<file path="src/rtl/timer_ctrl_if.sv">
// Control/preset/display bundle for the MM:SS countdown timer.
// The master drives the controls and presets, and the slave (timer_ctrl) drives the display.
interface timer_ctrl_if;
  logic       start;
  logic       pause;
  logic       clear;
  logic [3:0] s1;
  logic [3:0] s2;
  logic [3:0] s3;
  logic [3:0] s4;
  logic [3:0] d1;
  logic [3:0] d2;
  logic [3:0] d3;
  logic [3:0] d4;
  logic [1:0] state;
  logic       led;
  logic       err;

  modport master (
    output start, pause, clear, s1, s2, s3, s4,
    input  d1, d2, d3, d4, state, led, err
  );

  modport slave (
    input  start, pause, clear, s1, s2, s3, s4,
    output d1, d2, d3, d4, state, led, err
  );
endinterface

</file>
<file path="src/rtl/timer_ctrl.sv">
// BCD MM:SS countdown timer with a start/pause/clear FSM.
// A prescaler divides clk down to a one-second tick.
module timer_ctrl #(
  parameter int unsigned TICK_DIV = 100000000
) (
  input  logic         clk,
  input  logic         rst_n,
  timer_ctrl_if.slave  bus
);

  localparam int unsigned PW = $clog2(TICK_DIV);
  localparam logic [PW-1:0] PRESC_MAX = PW'(TICK_DIV - 1);

  typedef enum logic [1:0] {
    IDLE  = 2'b00,
    RUN   = 2'b01,
    PAUSE = 2'b10,
    DONE  = 2'b11
  } state_t;

  state_t        state_r;
  logic [15:0]   value_r;
  logic [PW-1:0] presc_r;
  logic          led_r;
  logic          err_r;

  logic [15:0]   preset_s;
  logic          preset_valid_s;
  logic          preset_zero_s;
  logic          tick_s;
  logic          last_s;
  logic [15:0]   value_dec_s;

  // One-second BCD decrement of {m10, m1, s10, s1}; zero saturates.
  function automatic logic [15:0] bcd_dec(input logic [15:0] v);
    logic [15:0] r;
    r = v;
    if (v == 16'h0000) begin
      r = 16'h0000;
    end else if (v[3:0] != 4'd0) begin
      r[3:0] = v[3:0] - 4'd1;
    end else begin
      r[3:0] = 4'd9;
      if (v[7:4] != 4'd0) begin
        r[7:4] = v[7:4] - 4'd1;
      end else begin
        r[7:4] = 4'd5;
        if (v[11:8] != 4'd0) begin
          r[11:8] = v[11:8] - 4'd1;
        end else begin
          r[11:8]  = 4'd9;
          r[15:12] = v[15:12] - 4'd1;
        end
      end
    end
    return r;
  endfunction

  assign preset_s       = {bus.s4, bus.s3, bus.s2, bus.s1};
  assign preset_valid_s = (bus.s1 <= 4'd9) && (bus.s2 <= 4'd5) &&
                          (bus.s3 <= 4'd9) && (bus.s4 <= 4'd9);
  assign preset_zero_s  = (preset_s == 16'h0000);
  assign tick_s         = (state_r == RUN) && (presc_r == PRESC_MAX);
  assign last_s         = (value_r == 16'h0001);
  assign value_dec_s    = bcd_dec(value_r);

  // Control FSM, prescaler and display registers; clear overrides everything.
  always_ff @(posedge clk or negedge rst_n) begin
    if (!rst_n) begin
      state_r <= IDLE;
      value_r <= 16'h0000;
      presc_r <= '0;
      led_r   <= 1'b0;
      err_r   <= 1'b0;
    end else begin
      err_r <= 1'b0;
      if (bus.clear) begin
        state_r <= IDLE;
        value_r <= 16'h0000;
        presc_r <= '0;
        led_r   <= 1'b0;
      end else begin
        case (state_r)
          IDLE, DONE: begin
            if (bus.start) begin
              if (!preset_valid_s) begin
                err_r <= 1'b1;
              end else if (preset_zero_s) begin
                state_r <= DONE;
                value_r <= 16'h0000;
                presc_r <= '0;
                led_r   <= 1'b1;
              end else begin
                state_r <= RUN;
                value_r <= preset_s;
                presc_r <= '0;
                led_r   <= 1'b0;
              end
            end
          end
          RUN: begin
            // A pause freezes the prescaler, so a resume finishes the interrupted second.
            if (tick_s) begin
              presc_r <= '0;
              value_r <= value_dec_s;
              if (last_s) begin
                state_r <= DONE;
                led_r   <= 1'b1;
              end else if (bus.pause) begin
                state_r <= PAUSE;
              end
            end else if (bus.pause) begin
              state_r <= PAUSE;
            end else begin
              presc_r <= presc_r + PW'(1);
            end
          end
          PAUSE: begin
            if (bus.start) begin
              state_r <= RUN;
            end
          end
          default: begin
            state_r <= IDLE;
            value_r <= 16'h0000;
            presc_r <= '0;
            led_r   <= 1'b0;
          end
        endcase
      end
    end
  end

  assign bus.d1    = value_r[3:0];
  assign bus.d2    = value_r[7:4];
  assign bus.d3    = value_r[11:8];
  assign bus.d4    = value_r[15:12];
  assign bus.state = state_r;
  assign bus.led   = led_r;
  assign bus.err   = err_r;

endmodule

</file>
<file path="src/flat_wrapper.sv">
// flat-port wrapper written by rule: the top's interface ports become plain ports
module timer_ctrl_flat 
#(
  parameter int unsigned TICK_DIV = 100000000
)
  (clk, rst_n, bus_start, bus_pause, bus_clear, bus_s1, bus_s2, bus_s3, bus_s4, bus_d1, bus_d2, bus_d3, bus_d4, bus_state, bus_led, bus_err);
  timer_ctrl_if bus_i ();
  input  logic clk;
  input  logic rst_n;
  input wire logic [$bits(bus_i.start)-1:0] bus_start;
  input wire logic [$bits(bus_i.pause)-1:0] bus_pause;
  input wire logic [$bits(bus_i.clear)-1:0] bus_clear;
  input wire logic [$bits(bus_i.s1)-1:0] bus_s1;
  input wire logic [$bits(bus_i.s2)-1:0] bus_s2;
  input wire logic [$bits(bus_i.s3)-1:0] bus_s3;
  input wire logic [$bits(bus_i.s4)-1:0] bus_s4;
  output wire logic [$bits(bus_i.d1)-1:0] bus_d1;
  output wire logic [$bits(bus_i.d2)-1:0] bus_d2;
  output wire logic [$bits(bus_i.d3)-1:0] bus_d3;
  output wire logic [$bits(bus_i.d4)-1:0] bus_d4;
  output wire logic [$bits(bus_i.state)-1:0] bus_state;
  output wire logic [$bits(bus_i.led)-1:0] bus_led;
  output wire logic [$bits(bus_i.err)-1:0] bus_err;
  assign bus_i.start = bus_start;
  assign bus_i.pause = bus_pause;
  assign bus_i.clear = bus_clear;
  assign bus_i.s1 = bus_s1;
  assign bus_i.s2 = bus_s2;
  assign bus_i.s3 = bus_s3;
  assign bus_i.s4 = bus_s4;
  assign bus_d1 = bus_i.d1;
  assign bus_d2 = bus_i.d2;
  assign bus_d3 = bus_i.d3;
  assign bus_d4 = bus_i.d4;
  assign bus_state = bus_i.state;
  assign bus_led = bus_i.led;
  assign bus_err = bus_i.err;
  timer_ctrl #(.TICK_DIV(TICK_DIV)) u_core (.clk(clk), .rst_n(rst_n), .bus(bus_i));
endmodule
</file>
<file path="config.mk">
export PLATFORM = sky130hd
export DESIGN_NAME = timer_ctrl_flat
export DESIGN_NICKNAME = d
export VERILOG_FILES = /design/src/rtl/timer_ctrl_if.sv /design/src/rtl/timer_ctrl.sv /design/src/flat_wrapper.sv
export SDC_FILE = /design/constraint.sdc
export NUM_CORES = 1
export LEC_CHECK = 0
export ABC_CLOCK_PERIOD_IN_PS = 2950
export BUFFER_PORTS_ARGS = -buffer_cell sky130_fd_sc_hd__buf_4
export CAP_MARGIN = 20
export CORE_MARGIN = 3
export CORE_UTILIZATION = 46
export DETAILED_ROUTE_END_ITERATION = 8
export HOLD_SLACK_MARGIN = 0.05
export PLACE_DENSITY = 0.63
export SLEW_MARGIN = 20
export SYNTH_ARGS = -nofsm -noshare
export SYNTH_HDL_FRONTEND = slang
export SYNTH_SLANG_ARGS = --single-unit
</file>
<file path="constraint.sdc">
create_clock -name clk -period 2.95 [get_ports clk]
set_input_delay 0.1475 -clock clk [delete_from_list [all_inputs] [get_ports clk]]
set_output_delay 0.1475 -clock clk [all_outputs]
set_load 0.005 [all_outputs]
</file>
---- Word level (Yosys, flattened, before mapping) ----
Cells that the tools add are included.
word-level totals
  flip-flop bits (word level) ............. 47
  logic and storage cells ................. 89
cells by class
  mux-type cells .......................... 39
  reductions and logical operators ........ 19
  magnitude comparators ................... 4
  eq/ne operators ......................... 14
  add/sub/neg operators ................... 5
operator list
  kind                                                   number
  2-to-1 mux 27 bit                                      5
  2-to-1 mux 16 bit                                      6
  one-hot mux 27 bit (2 select lines)                    1
  logical NOT 16 bit                                     2
  one-hot mux 16 bit (2 select lines)                    1
  adder 27 x 1 -> 27 bit (second input constant)         1
  equality test 27 bit (second input constant)           1
  equality test 16 x 1 -> 1 bit (second input constant)  1
  2-to-1 mux 2 bit                                       8
  2-to-1 mux 4 bit                                       4
  subtractor 4 x 1 -> 4 bit (second input constant)      4
  <= comparator 4 bit (second input constant)            3
  2-to-1 mux 12 bit                                      1
  != test 4 bit (second input constant)                  3
  nonzero test 4 bit                                     3
  2-to-1 mux 1 bit                                       10
  AND reduction 5 bit                                    2
  != test 3 x 2 -> 1 bit (second input constant)         3
  2-to-1 mux 8 bit                                       1
  AND reduction 4 bit                                    2
  AND reduction 7 bit                                    1
  != test 3 bit (second input constant)                  2
  one-hot mux 2 bit (3 select lines)                     1
  AND reduction 6 bit                                    1
  10 further kinds                                       14

---- Depth between registers and ports, before layout ----
  depth in word-level cells ............... 8
  mapped depth ............................ 10
  gate-level depth less buffers ........... 7

---- Worst setup path before layout ----
Ideal clock, no wire load.
  kind .................................... flip-flop to flip-flop
  from .................................... register u_core.state_r[0], in the netlist u_core.bus.state[0]
  to ...................................... register u_core.presc_r[7]
  cell stages (with the launch flop) ...... 11
  data arrival time ....................... 2.160 ns
  path buffers ............................ 4
  slack ................................... 0.710 ns
  period minus slack after synthesis ...... 2.240 ns
  data required time ...................... 2.871 ns
  cell sequence ........................... dfrtp_1 inv_1 ha_1 clkbuf_1 and2_1 a211oi_1 clkbuf_1 buf_2 buf_2 o21bai_1 mux2i_1
on the way
  cells in the longest elaborated chain, start to end .. 5
  elaborated cells on any way between the ends .. 13
  classes of those cells .................. eq/ne (5); mux (3); reduce/logical (5)
RTL lines
  what                                 RTL line                            RTL
  start, declared                      timer_ctrl.sv:21                    state_t state_r;
  start signal, assigned               timer_ctrl.sv:70                    state_r <= IDLE;
  start signal, assigned               timer_ctrl.sv:78                    state_r <= IDLE;
  start signal, assigned               timer_ctrl.sv:89                    state_r <= DONE;
  equality test 2 x 1 -> 1 bit         timer_ctrl.sv:63, timer_ctrl.sv:83
  logical AND 1 bit                    timer_ctrl.sv:63                    assign tick_s = (state_r == RUN) && (presc_r == PRESC_MAX);
  2-to-1 mux 27 bit                    timer_ctrl.sv:103                   if (tick_s) begin
  one-hot mux 27 bit (2 select lines)  timer_ctrl.sv:83                    case (state_r)
  2-to-1 mux 27 bit                    timer_ctrl.sv:77                    if (bus.clear) begin
  end signal, assigned                 timer_ctrl.sv:115                   presc_r <= presc_r + PW'(1);
  end, declared                        timer_ctrl.sv:23                    logic [PW-1:0] presc_r;
Several ways; a longest one is shown, not always the timed one.
A chain may end at the register's enable or synchronous reset.

---- Worst setup path after layout ----
  from .................................... register u_core.value_r[0]
  to ...................................... register u_core.value_r[11]
on the way
  cells in the longest elaborated chain, start to end .. 5
  elaborated cells on any way between the ends .. 9
  classes of those cells .................. eq/ne (2); mux (4); reduce/logical (3)
RTL lines
  what                                 RTL line           RTL
  start, declared                      timer_ctrl.sv:22   logic [15:0] value_r;
  start signal, assigned               timer_ctrl.sv:95   value_r <= preset_s;
  start signal, assigned               timer_ctrl.sv:105  value_r <= value_dec_s;
  logical NOT 16 bit                   timer_ctrl.sv:38   if (v == 16'h0000) begin
  2-to-1 mux 16 bit                    timer_ctrl.sv:38
  2-to-1 mux 16 bit                    timer_ctrl.sv:103
  one-hot mux 16 bit (2 select lines)  timer_ctrl.sv:83
  2-to-1 mux 16 bit                    timer_ctrl.sv:77
Several ways; a longest one is shown, not always the timed one. The select of a mux whose other input is x is not followed.

==> results.txt <==
status - complete, no violations
average routed wire per standard cell - 16.9 um
DRC - 0
peak supply drop - 0.369 mV
PD cells - 660 nW/um2
final hold slack - 0.165 ns
std cell rows - 30
WP data arrival - 2.65 ns
Pre-antenna DRT Iters - 4
via density per instance - 6.19
dpl ws - 0.520 ns
FF+latch count, synth - 47
Comb power frac - 49.1%
Synth Warn # - 0
crit path launch - u_core.value_r[0]
worst r2r path cells - 7
DRT iter0 DRCs - 186
Maximum Capacitance Violations - 0
DP Wirelength - 6010 um
final worst slack - 0.487 ns
post-synthesis compound-gate area fraction - 25.0%
Post-CTS Setup Inserts - 0
sequential share of power - 34.6%
Critical-path top delay cell - o41a_1
Resized cells post-CTS - 0
final net count - 437
period utilisation layout - 83.5%
Adder-Cell Fraction of Synth Area - 3.83%
Worst Skew - 0.0164 ns
switching share of total power - 41.6%
startpoint class of the critical path - register
Sequential Area - 1180 um2
min cycle time layout - 2.46 ns
top-count cell post-synth - dfrtp_1
die area - 8140 um2
Yosys top cell by area - dfrtp_1
gr usage total - 20.8%
Sw Pwr - 1.04 mW
Worst Hold Path EP - u_core.value_r[13]
Setup violations, final - 0
WP buf/inv - 1
worst-path cell chain - inv_1 -> ha_1 -> or3b_2 -> o41a_1 -> a22oi_1 -> nor2_1 -> mux2_2
Synth Cell Area - 3260 um2
Int Pwr - 1.46 mW
vias - 3116
share of the synthesized area in the top cell type - 36.0%
CTS tree - done
unrepaired setup endpoints after global routing - no
max-slew violations - 0
post-route ant nets - 0
delay-heaviest family, CP - compound AO/OA/AOI/OAI gates
WL final - 8500 um
largest net degree at the start of global routing - 52
Post-synth EDFFs - 0
clk root buf - clkbuf_8
CTS clk-pin slew, worst paths - 0.09 ns
Max Fclk - 0.406 GHz
Hold Crit Start - bus_s4[1]
Setup CP Type - reg -> reg
antenna violations before repair - 0
total chip power - 2.49 mW
Unique masters post-synth - 62
Simple-Gate Fraction of Synth Area - 25.4%
XOR/XNOR share of the synthesized area - 0.268%
Filler cells - 671
Req. time, crit path - 3.14 ns
Layout area overhead - 15.7%
synth top area cells - dfrtp_1, a21oi_1, o31ai_1, ha_1, or4_1
largest family of logic cells by synthesized area - simple AND/OR/NAND/NOR gates
leakage - 1.48 nW
share of layout cells above drive strength 1 - 18.4%
Worst Hold Class - in -> reg
H-Tree Depth - 2
post-synthesis mux area share - 4.52%
CP max FO - 7
IO Port Bufs - 40
setup TNS - 0 ns
DIE HEIGHT - 90.2 um
Multi-input gate area - 1940 um2
register area share after synthesis - 36.0%
area of the core - 6830 um2
Worst Tran Pin Value - 0.724 ns
delay of the slowest critical-path stage - 0.52 ns
ANT cells - 0
TritonCTS Buffers - 5
first-pass GRT wire length - 14200 um
RR Startpoint - u_core.value_r[0]
clk sinks - 47
Clock Latency Late Sink - 0.31 ns
initial cell density of the core - 47.8%
GRT overflow - 0
asr flop ratio synth - 100%
worst hold stages - 3
Syn Inst Count - 369
Ports - 41
clock power share - 16.3%
Rel. slew slack - 51.7%
final hold violations - 0
commonest register cell after synthesis - dfrtp_1
syn nets - 400
Max Root-Sink Buffers - 2
Die Width - 90.2 um
Reg2Reg Capture Point - u_core.value_r[11]
R2R Setup Slk - 0.49 ns
crit end category - register
GPL Wtd Cong - 0.828
Mapped Avg Cell Area - 8.85 um2
commonest cells in the netlist - dfrtp_1, a21oi_1, nand2_1
CTS Hold Bufs - 1
vias in the first global route - 2788
==> state kept, by name (all words and copies together) (netlist names) <==
signal,flops
u_core.bus.state,2
u_core.value_r,16
u_core.bus.err,1
u_core.presc_r,27
u_core.bus.led,1
==> logic make-up (layout without fill, tap and decap cells) <==
logic type | count (synthesis) | count (layout)
AOI/OAI and AO/OA | 123 | 123
xor gates and xnor gates | 1 | 1
adders and majority gates | 10 | 10
buffers and inverters | 36 | 74
DFF | 47 | 47
muxes | 14 | 14
and+or+nand+nor | 138 | 138
==> metal layers <==
metal,GRT usage (%),routed length [um],vias up
met5,0,0,-
met4,4.46,73,0
met3,2.93,367,5
met2,31.9,3850,67
met1,31.3,4210,1524
li1,-,-,1520
==> power groups by stage <==
stage / combinational, mW / clock, mW / sequential [mW]
after floorplan: 0.788 / 0 / 0.854
after global placement: 1.21 / 0 / 0.871
after detailed placement: 1.22 / 0 / 0.873
after CTS: 1.22 / 0.421 / 0.861
after global routing: 1.37 / 0.443 / 0.880
final: 1.22 / 0.407 / 0.861
==> layout make-up <==
class                   count  area share [%]
clock buffers               6            1.92
clock inverters             2           0.464
inverters                  16            1.59
multi-input cells         286            51.4
flip-flops and latches     47            31.1
well taps                  96            3.18
repair buffers             50            10.3
==> how the worst max path moves through the flow <==
stage	endpoint	slack [ns]	depth (start not counted)
3_5_place_dp	u_core.value_r[11]	0.52	7
5_1_grt	u_core.value_r[11]	0.36	7
4_1_cts	u_core.value_r[11]	0.49	7
2_1_floorplan	u_core.presc_r[7]	0.71	10
6_report	u_core.value_r[11]	0.49	7
3_3_place_gp	u_core.value_r[11]	0.55	7
==> metrics by stage <==
stage,cell area (um2),cells,utilization (%)
after floorplan,3260,369,-
after global placement,3680,494,53.8
after detailed placement,3680,494,53.8
after CTS,3780,503,55.3
after global routing,3780,503,55.3
final,3780,503,55.3
==> worst min-delay path, delay by kind of cell <==
family                 cells  cell delay [ns]
multiplexers               1             0.12
AO/OA/AOI/OAI              1             0.06
buffers and inverters      1             0.09
==> cells in the final DEF, fill, tap and decap left out, drive strengths merged, types with 2 or more instances in the layout <==
cell / instances
nand2: 24
o21ai: 22
a2bb2oi: 2
nor2b: 3
o21bai: 7
nor3: 10
buf: 49
nand4: 11
a22oi: 5
o31ai: 22
nor2: 18
or4b: 2
o22ai: 4
nor4b: 4
and4: 7
nor3b: 3
ha: 10
o41ai: 2
a21oi: 37
a211o: 2
and3: 2
or4: 15
nor4: 12
clkinv: 2
inv: 16
a211oi: 4
o211ai: 2
clkbuf: 6
or3b: 4
and2: 3
nand3: 10
dfrtp: 47
mux2: 6
mux2i: 8
or3: 4
nand2b: 3
(Power assumes the default switching activity.)
